===== src/rtl/ysyx_23060208_mem_arbiter_pkg.sv =====
// Shared types and constants for the two-master AXI4-Lite memory arbiter.
// Holds the arbiter state encodings, grant identifiers and AXI response codes.
package ysyx_23060208_mem_arbiter_pkg;

  localparam int ARB_DW = 32;
  localparam int ARB_SW = ARB_DW / 8;

  typedef enum logic [1:0] {
    ARB_IDLE  = 2'd0,
    ARB_RD_M0 = 2'd1,
    ARB_RD_M1 = 2'd2,
    ARB_WR_M1 = 2'd3
  } arb_state_e;

  typedef enum logic {
    GNT_M0 = 1'b0,
    GNT_M1 = 1'b1
  } grant_e;

  localparam logic [1:0] RESP_OKAY   = 2'b00;
  localparam logic [1:0] RESP_SLVERR = 2'b10;

endpackage


===== src/rtl/ysyx_23060208_mem_arbiter_rr_arb2.sv =====
// Two-input round-robin grant. The master not granted last wins a tie;
// last-grant is only updated when the caller accepts the grant (i_take).
module ysyx_23060208_mem_arbiter_rr_arb2
  import ysyx_23060208_mem_arbiter_pkg::*;
(
  input  logic clk,
  input  logic rst,
  input  logic i_req0,
  input  logic i_req1,
  input  logic i_take,
  output logic o_gnt0,
  output logic o_gnt1
);

  grant_e r_last;
  logic   w_gnt0;
  logic   w_gnt1;

  assign w_gnt1 = i_req1 & (~i_req0 | (r_last == GNT_M0));
  assign w_gnt0 = i_req0 & ~w_gnt1;

  always_ff @(posedge clk) begin
    if (!rst) begin
      r_last <= GNT_M0;
    end else if (i_take && (w_gnt0 || w_gnt1)) begin
      r_last <= w_gnt1 ? GNT_M1 : GNT_M0;
    end
  end

  assign o_gnt0 = w_gnt0;
  assign o_gnt1 = w_gnt1;

endmodule


===== src/rtl/ysyx_23060208_mem_arbiter.sv =====
// Shares one AXI4-Lite SRAM port between the IFU (M0, read-only) and the EXU (M1).
// One whole transaction is granted at a time; responses go to the granted master only.
module ysyx_23060208_mem_arbiter
  import ysyx_23060208_mem_arbiter_pkg::*;
#(
  parameter int DATA_WIDTH = ARB_DW,
  parameter int STRB_WIDTH = ARB_SW
) (
  input  logic                  clk,
  input  logic                  rst,
  // M0: IFU read
  input  logic [DATA_WIDTH-1:0] m0_araddr,
  input  logic                  m0_arvalid,
  output logic                  m0_arready,
  output logic [DATA_WIDTH-1:0] m0_rdata,
  output logic [1:0]            m0_rresp,
  output logic                  m0_rvalid,
  input  logic                  m0_rready,
  // M1: EXU load/store
  input  logic [DATA_WIDTH-1:0] m1_araddr,
  input  logic                  m1_arvalid,
  output logic                  m1_arready,
  output logic [DATA_WIDTH-1:0] m1_rdata,
  output logic [1:0]            m1_rresp,
  output logic                  m1_rvalid,
  input  logic                  m1_rready,
  input  logic [DATA_WIDTH-1:0] m1_awaddr,
  input  logic                  m1_awvalid,
  output logic                  m1_awready,
  input  logic [DATA_WIDTH-1:0] m1_wdata,
  input  logic [STRB_WIDTH-1:0] m1_wstrb,
  input  logic                  m1_wvalid,
  output logic                  m1_wready,
  output logic [1:0]            m1_bresp,
  output logic                  m1_bvalid,
  input  logic                  m1_bready,
  // Slave (SRAM) port
  output logic [DATA_WIDTH-1:0] s_araddr,
  output logic                  s_arvalid,
  input  logic                  s_arready,
  input  logic [DATA_WIDTH-1:0] s_rdata,
  input  logic [1:0]            s_rresp,
  input  logic                  s_rvalid,
  output logic                  s_rready,
  output logic [DATA_WIDTH-1:0] s_awaddr,
  output logic                  s_awvalid,
  input  logic                  s_awready,
  output logic [DATA_WIDTH-1:0] s_wdata,
  output logic [STRB_WIDTH-1:0] s_wstrb,
  output logic                  s_wvalid,
  input  logic                  s_wready,
  input  logic [1:0]            s_bresp,
  input  logic                  s_bvalid,
  output logic                  s_bready,
  // Debug
  output arb_state_e            o_dbg_state
);

  // Handshake rule: a transfer happens on a posedge where valid and ready are both 1;
  // a source holds valid (and its payload) until that edge and never waits on ready.

  arb_state_e r_state;
  arb_state_e w_state_nxt;
  logic       w_gnt0;
  logic       w_gnt1;
  logic       w_rd_m0;
  logic       w_rd_m1;
  logic       w_wr_m1;
  logic       r_ar_done;
  logic       r_aw_done;
  logic       r_w_done;

  ysyx_23060208_mem_arbiter_rr_arb2 u_rr_arb2 (
    .clk    (clk),
    .rst    (rst),
    .i_req0 (m0_arvalid),
    .i_req1 (m1_arvalid | m1_awvalid),
    .i_take (r_state == ARB_IDLE),
    .o_gnt0 (w_gnt0),
    .o_gnt1 (w_gnt1)
  );

  always_ff @(posedge clk) begin
    if (!rst) begin
      r_state <= ARB_IDLE;
    end else begin
      r_state <= w_state_nxt;
    end
  end

  always_comb begin
    w_state_nxt = r_state;
    case (r_state)
      ARB_IDLE: begin
        // Within M1 a pending store outranks a pending load.
        if (w_gnt1)      w_state_nxt = m1_awvalid ? ARB_WR_M1 : ARB_RD_M1;
        else if (w_gnt0) w_state_nxt = ARB_RD_M0;
      end
      ARB_RD_M0, ARB_RD_M1: if (s_rvalid && s_rready) w_state_nxt = ARB_IDLE;
      ARB_WR_M1:            if (s_bvalid && s_bready) w_state_nxt = ARB_IDLE;
      default:              w_state_nxt = ARB_IDLE;
    endcase
  end

  // Address/data requests are forwarded once per grant, so a master that
  // re-asserts early cannot slip a second transfer into the same grant.
  always_ff @(posedge clk) begin
    if (!rst || r_state == ARB_IDLE) begin
      r_ar_done <= 1'b0;
      r_aw_done <= 1'b0;
      r_w_done  <= 1'b0;
    end else begin
      if (s_arvalid && s_arready) r_ar_done <= 1'b1;
      if (s_awvalid && s_awready) r_aw_done <= 1'b1;
      if (s_wvalid && s_wready)   r_w_done  <= 1'b1;
    end
  end

  assign w_rd_m0 = (r_state == ARB_RD_M0);
  assign w_rd_m1 = (r_state == ARB_RD_M1);
  assign w_wr_m1 = (r_state == ARB_WR_M1);

  always_comb begin
    s_araddr   = '0;
    s_arvalid  = 1'b0;
    s_rready   = 1'b0;
    s_awaddr   = '0;
    s_awvalid  = 1'b0;
    s_wdata    = '0;
    s_wstrb    = '0;
    s_wvalid   = 1'b0;
    s_bready   = 1'b0;
    m0_arready = 1'b0;
    m0_rdata   = '0;
    m0_rresp   = '0;
    m0_rvalid  = 1'b0;
    m1_arready = 1'b0;
    m1_rdata   = '0;
    m1_rresp   = '0;
    m1_rvalid  = 1'b0;
    m1_awready = 1'b0;
    m1_wready  = 1'b0;
    m1_bresp   = '0;
    m1_bvalid  = 1'b0;
    if (w_rd_m0) begin
      s_araddr   = m0_araddr;
      s_arvalid  = m0_arvalid & ~r_ar_done;
      m0_arready = s_arready & ~r_ar_done;
      m0_rdata   = s_rdata;
      m0_rresp   = s_rresp;
      m0_rvalid  = s_rvalid;
      s_rready   = m0_rready;
    end
    if (w_rd_m1) begin
      s_araddr   = m1_araddr;
      s_arvalid  = m1_arvalid & ~r_ar_done;
      m1_arready = s_arready & ~r_ar_done;
      m1_rdata   = s_rdata;
      m1_rresp   = s_rresp;
      m1_rvalid  = s_rvalid;
      s_rready   = m1_rready;
    end
    if (w_wr_m1) begin
      s_awaddr   = m1_awaddr;
      s_awvalid  = m1_awvalid & ~r_aw_done;
      m1_awready = s_awready & ~r_aw_done;
      s_wdata    = m1_wdata;
      s_wstrb    = m1_wstrb;
      s_wvalid   = m1_wvalid & ~r_w_done;
      m1_wready  = s_wready & ~r_w_done;
      m1_bresp   = s_bresp;
      m1_bvalid  = s_bvalid;
      s_bready   = m1_bready;
    end
  end

  assign o_dbg_state = r_state;

endmodule

===== config.mk =====
export PLATFORM = sky130hd
export DESIGN_NAME = ysyx_23060208_mem_arbiter
export DESIGN_NICKNAME = d
export VERILOG_FILES = /design/src/rtl/ysyx_23060208_mem_arbiter_pkg.sv /design/src/rtl/ysyx_23060208_mem_arbiter_rr_arb2.sv /design/src/rtl/ysyx_23060208_mem_arbiter.sv
export SDC_FILE = /design/constraint.sdc
export NUM_CORES = 1
export LEC_CHECK = 0
export ABC_AREA = 0
export BUFFER_PORTS_ARGS = -buffer_cell sky130_fd_sc_hd__buf_2
export CAP_MARGIN = 20
export CORE_AREA = 2 2 143 145
export CTS_CLUSTER_SIZE = 14
export DETAILED_ROUTE_END_ITERATION = 8
export DIE_AREA = 0 0 145 147
export PLACE_DENSITY = 0.36
export SLEW_MARGIN = 40
export SYNTH_ARGS = -nofsm -noshare
export SYNTH_HDL_FRONTEND = slang
export SYNTH_HIERARCHICAL = 1
export SYNTH_SLANG_ARGS = --single-unit

===== constraint.sdc =====
create_clock -name clk -period 2.3 [get_ports clk]
set_clock_uncertainty 0.05 [all_clocks]
set_input_delay 0.115 -clock clk [delete_from_list [all_inputs] [get_ports clk]]
set_output_delay 0.115 -clock clk [all_outputs]
set_load 0.01 [all_outputs]

==> flow_summary.ini <==
[outcome]
outcome = completed

[floorplanning]
core_um2 = 19800
num_rows = 52
die_y_um = 147
boundaryPins = 366
fp.dieArea_um2 = 21300
die_x_um = 145
start_util = 0.0865

[clocking]
cts_hold_buffers = 0
cts_root_buf = clkbuf_16
cts_tree = built
htreeDepth = 1
clockBufferDepth = 2
clock-sinks = 6
postCtsSetupRepairBufs = 0
numCtsBuffers = 3
path_clk_slew_ns = 0.04
cts-resized-gates = 0
clk_latency_ns = 0.23

[cells_and_area]
drive_gt1_frac = 0.637
fillers = 2281
final_area_um2 = 3910
syn_to_final_growth_pct = 128
num-nets-final = 786

[global_route]
met1_usage = 0.113
met2_usage = 0.191
grt_overflow = 0
antenna_found_initial = 2
gr-max-usage-layer = met2
track_usage = 0.103
grt_pass1_wl_um = 17400
grt_max_degree = 40
first_global_vias = 2956
grt_use_met3 = 0.0314

[synth]
synth.top_cell.area_share = 0.517
async_flop_share = 0
synth_edf_count = 0
syn_inst = 246
yosys-top-cells-count = and2_1 (142), a22o_1 (33), clkbuf_1 (15)
yosys.cell_count.top_type = and2_1
synth_warnings = 6
synth.distinct_cells = 26
ys_seq_elements = 6
ys_seq_area_frac = 0.0700
synth_ff_type = dfxtp_1
syn_nets = 432
yosysTopAreaCell = and2_1
syn_avg_cell_area_um2 = 6.98
syn_area_um2 = 1720
yosys-top-cells-area = and2_1 (52%), a22o_1 (17%), dfxtp_1 (7.0%)

[sta]
period_needed_ns = 1.92
timing.slew.headroom = 0.708
rsz0062_at_grt = false
tns_ns = 0
setup_violations = 0
finalHoldViolations = 0
max_freq_mhz = 520
slew_violations = 0
max_slew.worst_pin.slew_ns = 0.438
period_share = 0.837

[detailed_routing]
via_count = 2962
via_per_inst = 3.40
drt_iter0_markers = 62
drc = 0
routed_wl_um = 11900
first_pass_iters = 4
wl_per_cell_um = 13.7
detail-route-antenna-nets = 0

[power]
powerDensity_nw_per_um2 = 695
ir_drop_mv = 0.152
p_leak_nw = 2.52

[min_path]
hold_path_class = in2reg
min_delay_path_depth = 3
min_to = r_w_done
hold_start = s_wready

[critical_path]
path_cells = inv_1 > ha_2 > nor2b_4 > buf_4 > a22o_1 > buf_2
r2r_start = o_dbg_state[0]
worstReg2RegEnd = o_dbg_state[1]
end_kind = output port
critPathTopFamily = buffers and inverters
critPathSlowestCell = dfxtp_1
rr_worst_depth = 6
critPathBufInv = 3
worstPathArrival_ns = 1.76
critPathMaxFanout = 32
worstPathRequired_ns = 2.13
max_stage_delay_ns = 0.39
critPathKind = reg2out
startpoint_type = flip-flop
rrSetupSlack_ns = 0.59

[placed_design]
finalWeightedCongestion = 0.810
dpl_cell_area_um2 = 3830
port_buffers = 365
hpwlAfterDp_um = 10500

[run]
maxCapViolCount = 0
## routing by layer
layer	up-vias	wire (um)
met5	-	11
met1	1266	4450
li1	1522	-
met4	2	299
met2	154	6210
met3	18	927
## registers in the layout, summed over array words and instances (netlist names)
register / flops
o_dbg_state: 2
r_ar_done: 1
r_aw_done: 1
r_w_done: 1
u_rr_arb2/r_last: 1
## cell families after synthesis
logic type / count (synthesis) / synth area share
multiplexers: 2 / 0.0117
AO/OA/AOI/OAI: 43 / 0.220
adder cells (fa/ha/maj): 4 / 0.0292
flip-flops: 6 / 0.0700
buffers and inverters: 28 / 0.0722
AND/OR/NAND/NOR: 163 / 0.597
## cell type report
type                            instances  area, um2  share of cell area
Antenna cell                            2       5.00             0.00128
Multi-Input combinational cell        212       1480               0.378
Sequential cell                         6        120              0.0307
Timing Repair Buffer                  372       1880               0.480
Clock buffer                            3       75.1              0.0192
Tap cell                              270        338              0.0863
Inverter                                5       18.8             0.00480
## worst max path at each step
stage / startpoint / end / cells past startpoint
after global placement: o_dbg_state[0] / s_araddr[13] / 6
after floorplan: o_dbg_state[1] / o_dbg_state[0] / 7
final: o_dbg_state[0] / s_araddr[13] / 6
after global routing: o_dbg_state[0] / s_araddr[7] / 6
after CTS: o_dbg_state[0] / s_araddr[9] / 6
after detailed placement: o_dbg_state[0] / s_araddr[13] / 6
## cells in the final DEF, fill, tap and decap left out, drive strengths merged
cell / instances
diode: 2
a221oi: 1
a21boi: 2
and2: 142
nand3: 1
clkbuf: 3
nand2: 4
nor2: 4
ha: 4
and4b: 1
o211ai: 1
nor2b: 3
mux2i: 2
a21oi: 3
nand2b: 1
buf: 372
a22o: 34
a31o: 1
dfxtp: 6
o21ai: 1
inv: 5
and3b: 6
or2: 1
## power by group
group	total [mW]	switching [mW]	leakage, nW	internal, mW
clock network	0.294	0.0693	0.0370	0.224
registers	0.158	0.0279	0.0490	0.130
logic	2.27	1.22	2.43	1.04
total	2.72	1.32	2.52	1.40
## through the flow
step / instances / total power, mW / setup WS, ns / util / hold WS [ns]
global placement: 865 / 2.49 / 0.620 / 0.193 / 0.314
finish: 870 / 2.72 / 0.376 / 0.197 / 0.0736
global route: 868 / 2.96 / 0.207 / 0.197 / 0.115
CTS: 868 / 2.77 / 0.343 / 0.197 / 0.0741
floorplan: 246 / 1.50 / 0.642 / - / 0.203
detailed placement: 865 / 2.46 / 0.593 / 0.193 / 0.315
## worst register-to-register path: stages, from the launching register on
cell and delay, ns:
dfxtp_1 0.39, inv_1 0.09, ha_1 0.30, nor2b_1 0.14
a221oi_1 0.37, o21ai_4 0.12, mux2i_1 0.14
Power figures use the tool's default switching activity.
